File: config.mk
export PLATFORM = sky130hd
export DESIGN_NAME = avst_frame_arbiter
export DESIGN_NICKNAME = d
export VERILOG_FILES = /design/src/rtl/avst_frame_arbiter.sv
export SDC_FILE = /design/constraint.sdc
export NUM_CORES = 1
export LEC_CHECK = 0
export CORE_AREA = 2 2 130 132
export CTS_BUF_LIST = sky130_fd_sc_hd__clkbuf_8
export CTS_CLUSTER_SIZE = 12
export DETAILED_ROUTE_END_ITERATION = 6
export DIE_AREA = 0 0 132 134
export MAX_ROUTING_LAYER = met4
export PLACE_DENSITY = 0.63
export SLEW_MARGIN = 25
export SYNTH_ARGS = -nofsm -noshare
export SYNTH_HDL_FRONTEND = slang
export SYNTH_SLANG_ARGS = --single-unit
File: constraint.sdc
create_clock -name clk -period 2.5 [get_ports clk]
set_input_delay 0.375 -clock clk [delete_from_list [all_inputs] [get_ports clk]]
set_output_delay 0.375 -clock clk [all_outputs]
set_load 0.005 [all_outputs]
File: src/rtl/avst_frame_arbiter.sv
// Whole-frame round-robin arbiter sharing one Avalon-ST video sink between two
// pixel sources; the data path is a pure combinational mux (zero latency).
module avst_frame_arbiter #(
  parameter int DATA_W          = 96,
  parameter int EMPTY_W         = 4,
  parameter int LINES_PER_FRAME = 1080,
  parameter int CNT_W           = 16
) (
  input  logic               clk,
  input  logic               resetn,
  output logic               s0_ready,
  input  logic               s0_valid,
  input  logic [DATA_W-1:0]  s0_data,
  input  logic               s0_sop,
  input  logic               s0_eop,
  input  logic [EMPTY_W-1:0] s0_empty,
  output logic               s1_ready,
  input  logic               s1_valid,
  input  logic [DATA_W-1:0]  s1_data,
  input  logic               s1_sop,
  input  logic               s1_eop,
  input  logic [EMPTY_W-1:0] s1_empty,
  input  logic               m_ready,
  output logic               m_valid,
  output logic [DATA_W-1:0]  m_data,
  output logic               m_sop,
  output logic               m_eop,
  output logic [EMPTY_W-1:0] m_empty,
  output logic               grant_id,
  output logic               busy,
  output logic               frame_done,
  output logic               short_frame_err,
  output logic [CNT_W-1:0]   drop_count
);
  // Handshake: a beat moves on a rising edge where valid && ready are both 1;
  // ready may depend combinationally on valid, valid never depends on ready.
  typedef enum logic {IDLE = 1'b0, GRANT = 1'b1} state_t;

  localparam logic [CNT_W-1:0] LAST_LINE = CNT_W'(LINES_PER_FRAME - 1);

  state_t           r_state;
  state_t           w_next_state;
  logic             r_grant_id;
  logic             r_last_grant;
  logic             r_first;
  logic             r_frame_done;
  logic             r_short_err;
  logic [CNT_W-1:0] r_line_cnt;
  logic [CNT_W-1:0] r_drop_cnt;
  logic [CNT_W-1:0] w_line_base;
  logic [CNT_W-1:0] w_line_nxt;
  logic [CNT_W:0]   w_drop_sum;
  logic [1:0]       w_drop_inc;
  logic             w_req0, w_req1, w_stray0, w_stray1, w_pick;
  logic             w_start, w_hs, w_close, w_restart;
  logic             w_sel_valid, w_sel_sop, w_sel_eop;

  assign w_req0   = s0_valid & s0_sop;
  assign w_req1   = s1_valid & s1_sop;
  assign w_stray0 = s0_valid & ~s0_sop;
  assign w_stray1 = s1_valid & ~s1_sop;
  assign w_pick   = (w_req0 & w_req1) ? ~r_last_grant : w_req1;

  assign w_sel_valid = r_grant_id ? s1_valid : s0_valid;
  assign w_sel_sop   = r_grant_id ? s1_sop   : s0_sop;
  assign w_sel_eop   = r_grant_id ? s1_eop   : s0_eop;

  assign m_data  = r_grant_id ? s1_data  : s0_data;
  assign m_empty = r_grant_id ? s1_empty : s0_empty;
  assign m_sop   = w_sel_sop;
  assign m_eop   = w_sel_eop;

  assign grant_id        = r_grant_id;
  assign busy            = (r_state == GRANT);
  assign frame_done      = r_frame_done;
  assign short_frame_err = r_short_err;
  assign drop_count      = r_drop_cnt;

  always_comb begin
    w_next_state = r_state;
    s0_ready     = 1'b0;
    s1_ready     = 1'b0;
    m_valid      = 1'b0;
    w_start      = 1'b0;
    w_hs         = 1'b0;
    w_close      = 1'b0;
    w_restart    = 1'b0;
    w_drop_inc   = 2'd0;
    w_line_base  = r_line_cnt;
    w_line_nxt   = r_line_cnt;
    case (r_state)
      IDLE: begin
        // Stray beats are swallowed; sop requests are held until granted.
        s0_ready   = w_stray0 & resetn;
        s1_ready   = w_stray1 & resetn;
        w_drop_inc = {1'b0, w_stray0} + {1'b0, w_stray1};
        if (w_req0 | w_req1) begin
          w_next_state = GRANT;
          w_start      = 1'b1;
        end
      end
      GRANT: begin
        m_valid  = w_sel_valid;
        s0_ready = m_ready & ~r_grant_id;
        s1_ready = m_ready & r_grant_id;
        w_hs     = w_sel_valid & m_ready;
        if (w_hs) begin
          // A repeated sop restarts the line count as if the frame began here.
          w_restart   = w_sel_sop & (~r_first | (r_line_cnt != '0));
          w_line_base = w_restart ? '0 : r_line_cnt;
          w_line_nxt  = w_line_base + CNT_W'(w_sel_eop);
          if (w_sel_eop && (w_line_base == LAST_LINE)) begin
            w_close      = 1'b1;
            w_next_state = IDLE;
          end
        end
      end
      default: w_next_state = IDLE;
    endcase
  end

  assign w_drop_sum = {1'b0, r_drop_cnt} + (CNT_W + 1)'(w_drop_inc);

  always_ff @(posedge clk or negedge resetn) begin
    if (!resetn) begin
      r_state      <= IDLE;
      r_grant_id   <= 1'b0;
      r_last_grant <= 1'b1;
      r_first      <= 1'b0;
      r_line_cnt   <= '0;
      r_drop_cnt   <= '0;
      r_frame_done <= 1'b0;
      r_short_err  <= 1'b0;
    end else begin
      r_state      <= w_next_state;
      r_frame_done <= w_close;
      r_short_err  <= w_restart;
      r_drop_cnt   <= w_drop_sum[CNT_W] ? '1 : w_drop_sum[CNT_W-1:0];
      if (w_start) begin
        r_grant_id   <= w_pick;
        r_last_grant <= w_pick;
        r_line_cnt   <= '0;
        r_first      <= 1'b1;
      end else if (w_hs) begin
        r_first    <= 1'b0;
        r_line_cnt <= w_line_nxt;
      end
    end
  end

endmodule
Yosys cells after proc, flatten, opt, wreduce, memory -nomap -nowiden
Index checks and enable logic that the tools add are counted.

cells by class
  add/subtract/negate cells = 3
  eq/ne operators = 1
  multiplexer cells = 29
  bitwise gates (word level) = 19
  reductions and logical operators = 6

operators with widths
  cell                                                                     count
  16-bit two-way mux                                                       6
  96-bit two-way mux                                                       1
  16-bit by 2-bit adder with 17-bit output                                 1
  1-bit two-way mux                                                        17
  16-bit by 1-bit adder with 16-bit output                                 1
  16-bit by 11-bit equality test with 1-bit output, second input constant  1
  16-bit nonzero test                                                      1
  1-bit AND                                                                11
  1-bit NOT                                                                6
  1-bit one-hot mux with 2 select lines                                    3
  2-bit nonzero test                                                       3
  4-bit two-way mux                                                        1
  3-bit AND reduction                                                      1
  1-bit by 1-bit adder with 2-bit output                                   1
  2-bit two-way mux                                                        1
  1-bit OR                                                                 2
  1-bit logical AND                                                        1

storage, ports and cells
  register bits = 38
  bits of input ports = 209
  output and inout bits = 125
  logic and storage cells = 66

Logic depth before layout (Yosys ltp)
  word-level depth = 9
  gate-level depth with buffers = 12
  mapped depth without buffers = 11

Worst setup path after synthesis
No wires, ideal clock.

  kind = in2reg
  from = in s0_valid
  to = reg r_drop_cnt[6] (netlist: drop_count[6])
  setup time = 0.065 ns
  data arrival time = 2.499 ns
  required time = 2.435 ns
  setup slack = -0.064 ns
  stages on the path = 12
  buffers on the path = 1
  path through = nor2b_1 -> ha_1 -> nor2b_1 -> ha_1 -> inv_1 -> fa_1 -> and3b_1 -> nand3_1 -> nor2_1 -> nand3_1 -> buf_2 -> nand2_1

on the way
  cells in the longest elaborated chain, start to end = 5

RTL lines
  item                                      RTL line  RTL
  start: declaration                        12        input logic s0_valid,
  1-bit AND                                 60        assign w_stray0 = s0_valid & ~s0_sop;
  1-bit by 1-bit adder with 2-bit output    96        w_drop_inc = {1'b0, w_stray0} + {1'b0, w_stray1};
  2-bit two-way mux                         91        case (r_state)
  16-bit by 2-bit adder with 17-bit output  122       assign w_drop_sum = {1'b0, r_drop_cnt} + (CNT_W + 1)'(w_drop_inc);
  16-bit two-way mux                        138       r_drop_cnt <= w_drop_sum[CNT_W] ? '1 : w_drop_sum[CNT_W-1:0];
  end signal: assignment                    138
  end: declaration                          49        logic [CNT_W-1:0] r_drop_cnt;

Every way passes these cells.
A chain may end at the register's enable or synchronous reset.

Final worst setup path
  from = reg r_grant_id (netlist: grant_id)
  to = out m_data[27]

on the way
  cells in the longest elaborated chain, start to end = 1

RTL lines
  item                      RTL line  RTL
  start: declaration        43        logic r_grant_id;
  start signal: assignment  140       r_grant_id <= w_pick;
  96-bit two-way mux        68        assign m_data = r_grant_id ? s1_data : s0_data;
  end: declaration          25        output logic [DATA_W-1:0] m_data,

Every way passes these cells.

==> summary.md <==
| Metric | Value |
|---|---|
| Vias per Instance | 4.51 |
| Grt met1 use | 36.3% |
| Critical path's top delay family | buffers and inverters |
| Leading cell types by count after synthesis | mux2_2, dfrtp_1, nand2_1 |
| First-pass GRT wire length | 30600 µm |
| Busiest grt layer | met1 |
| Fmax | 413 MHz |
| Post-synth ARST share | 100% |
| Routing usage on met2 | 31.3% |
| Tmin final | 2.42 ns |
| Initial Util | 20.5% |
| Syn Inst Count | 334 |
| Final hold vios | 0 |
| Routability Congestion | 0.916 |
| Global router's overall resource usage | 25.0% |
| Slew HR | 69.1% |
| Synth warn | 0 |
| Num rows | 47 |
| Crit share post-route | 96.9% |
| Core area | 16300 µm² |
| Reg2reg start | grant_id$_DFFE_PN0P_ |
| # fillers | 1538 |
| Synthesized flop and latch total | 38 |
| CP max stage delay | 0.46 ns |
| Maximum vdd ir drop | 0.000230 V |
| Chip height | 134 µm |
| # nets final | 907 |
| Residual DRC | 0 |
| Final cell count without fillers | 934 |
| Worst Setup End Kind | output pin |
| Status | completed |
| Pin count of the biggest net entering global routing | 37 |
| Mapped Nets | 549 |
| Post-Syn Area | 3340 µm² |
| I/O pin cnt | 334 |
| Post-synth top area cell | mux2_2 |
| R2R Setup Slk | 0.24 ns |
| CTS sink count | 38 |
| Crit start category | register |
| HP Class | primary input to async pin |
| Worst Skew | 0.0115 ns |
| Critical path arrival | 2.05 ns |
| Post-synth top area share | 34.0% |
| Slew Limit Fails | 0 |
| Gr ovfl total | 0 |
| FF/Latch Area | 956 µm² |
| Power density over the cells | 289 nW/µm² |
| DP HPWL | 19300 µm |
| PortBufs | 333 |
| Number of flops mapped to enable cells by yosys | 0 |
| Count leader, synth | mux2_2 |
| Multi-input gate area | 2300 µm² |
| Setup violations, final | 0 |
| TritonCTS Buffers | 5 |
| Register area share after synthesis | 28.5% |
| Clk_lat worst skew | 0.29 ns |
| Worst R2R Path Depth | 9 |
| P_leak | 2.93 nW |
| TritonRoute pass-1 iters | 4 |
| Worst Path Buf+Inv | 3 |
| Vias in the first global route | 4279 |
| Drt total wl | 22300 µm |
| Type of the worst setup path | register to output pin |
| WL/cell | 23.8 µm |
| TritonCTS clock tree | built |
| CP Data Required Time | 2.12 ns |
| Crit-path cells | buf_6 -> buf_16 -> mux2_2 -> clkdlybuf4s50_1 |
| Die W | 132 µm |
| Iter 0 DRT Violations | 278 |
| Worst-margin pin slew | 0.464 ns |
| Hold WS | 0.416 ns |
| MaxCap Viol Count | 0 |
| Vias | 4211 |
| DP Cell Count | 899 |
| Clk slew on worst S/H paths | 0.08 ns |
| Clock Path Buffers | 2 |
| Syn-to-layout area delta | 122% |
| Post-synth top flop | dfrtp_1 |
| Reg2reg end | r_line_cnt[12]$_DFFE_PN0P_ |
| Synth area leaders | mux2_2, dfrtp_1, nand2_1 |
| H-Tree Level Count | 2 |
| Slowest-stage cell, CP | dfrtp_4 |
| Routed Antenna Nets | 0 |
| Share of cells above drive strength 1 | 24.8% |
| Crit-path max FO | 27 |
| Die area | 17700 µm² |
| Antenna violations before repair | 15 |
| Synthesized area per cell | 10.0 µm² |
| M3 GR Usage | 12.8% |
| Root Driver | clkbuf_8 |
| Final total power | 2.14 mW |
| Cell variety after synth | 54 |
==> power breakdown <==
| part | switching [mW] | total (mW) | internal [mW] |
|---|---|---|---|
| logic | 0.297 | 0.971 | 0.674 |
| registers | 0.0155 | 0.643 | 0.627 |
| clock network | 0.232 | 0.529 | 0.297 |
==> through the flow <==
stage               setup TNS [ns]  util (%)  worst slack, ns  area, µm²
floorplan                        0         -          0.00644       3340
global placement             -9.75      43.6           -0.639       7110
detailed placement          -11.14      43.6           -0.718       7110
CTS                              0      45.0          0.00472       7340
global route              -0.00485      45.4         -0.00485       7390
finish                           0      45.5           0.0785       7400
==> logic make-up after synthesis <==
logic type / synth area share, %
XOR/XNOR: 3.14
flip-flops: 28.5
AO/OA/AOI/OAI: 9.06
AND/OR/NAND/NOR: 17.0
adder cells (fa/ha/maj): 2.47
multiplexers: 35.8
buffers and inverters: 4.01
==> how the worst max path moves through the flow <==
| stage | from | to | slack (ns) | cells after the start |
|---|---|---|---|---|
| 3_5_place_dp | s0_valid | drop_count[5]$_DFF_PN0_ | -0.72 | 13 |
| 5_1_grt | s0_valid | drop_count[5]$_DFF_PN0_ | -0.005 | 13 |
| 6_report | grant_id$_DFFE_PN0P_ | m_data[27] | 0.08 | 4 |
| 4_1_cts | grant_id$_DFFE_PN0P_ | m_data[43] | 0.005 | 4 |
| 2_1_floorplan | s0_valid | drop_count[6]$_DFF_PN0_ | 0.006 | 12 |
| 3_3_place_gp | s0_valid | drop_count[5]$_DFF_PN0_ | -0.64 | 13 |
==> what timing repair did <==
| action | CTS | global route |
|---|---|---|
| hold endpoints to repair | 1 | 0 |
| setup endpoints to repair | 32 | 42 |
| buffers inserted | 1 | 2 |
| gates cloned | 2 | 0 |
| pin swaps | 3 | 2 |
| resized for setup | 22 | 3 |
| hold buffers | 1 | 0 |
==> sequential cells by signal, indices dropped and copies added, names as in the netlist <==
name and flops:
busy 1, drop_count 16, frame_done 1, grant_id 1
r_first 1, r_last_grant 1, r_line_cnt 16, short_frame_err 1
==> layout by cell type (no fill, tap or decap), types with 4 or more instances in the layout <==
cell type        Yosys  layout
nand3_1             16      14
xor2_1               5       5
nand4_1              6       6
o21ai_0              8       8
clkbuf_8             0       5
a22o_1               6       6
and2_1               4       4
ha_1                 5       4
nor2_1              14      13
xnor2_1              7       7
buf_4                3      29
a31oi_1              6       6
diode_2              0      21
clkdlybuf4s50_1      0     327
nand2_1             28      28
nand3b_1             4       4
dfrtp_1             37      36
inv_1                9       9
mux2_2             101     101
a21oi_1              9       9
==> metal layers <==
| layer | routed length (µm) | share of wire, % |
|---|---|---|
| met1 | 11000 | 49 |
| met3 | 2830 | 13 |
| met5 | 0 | 0 |
| met2 | 8270 | 37 |
| met4 | 136 | 0.61 |
==> layout make-up <==
type / count / area share [%]
Timing Repair Buffer: 369 / 49.5
Inverter: 10 / 0.507
Multi-Input combinational cell: 268 / 31.1
Sequential cell: 38 / 12.9
Antenna cell: 21 / 0.710
Clock inverter: 3 / 0.608
Tap cell: 220 / 3.72
Clock buffer: 5 / 0.929
(Power assumes the default switching activity.)
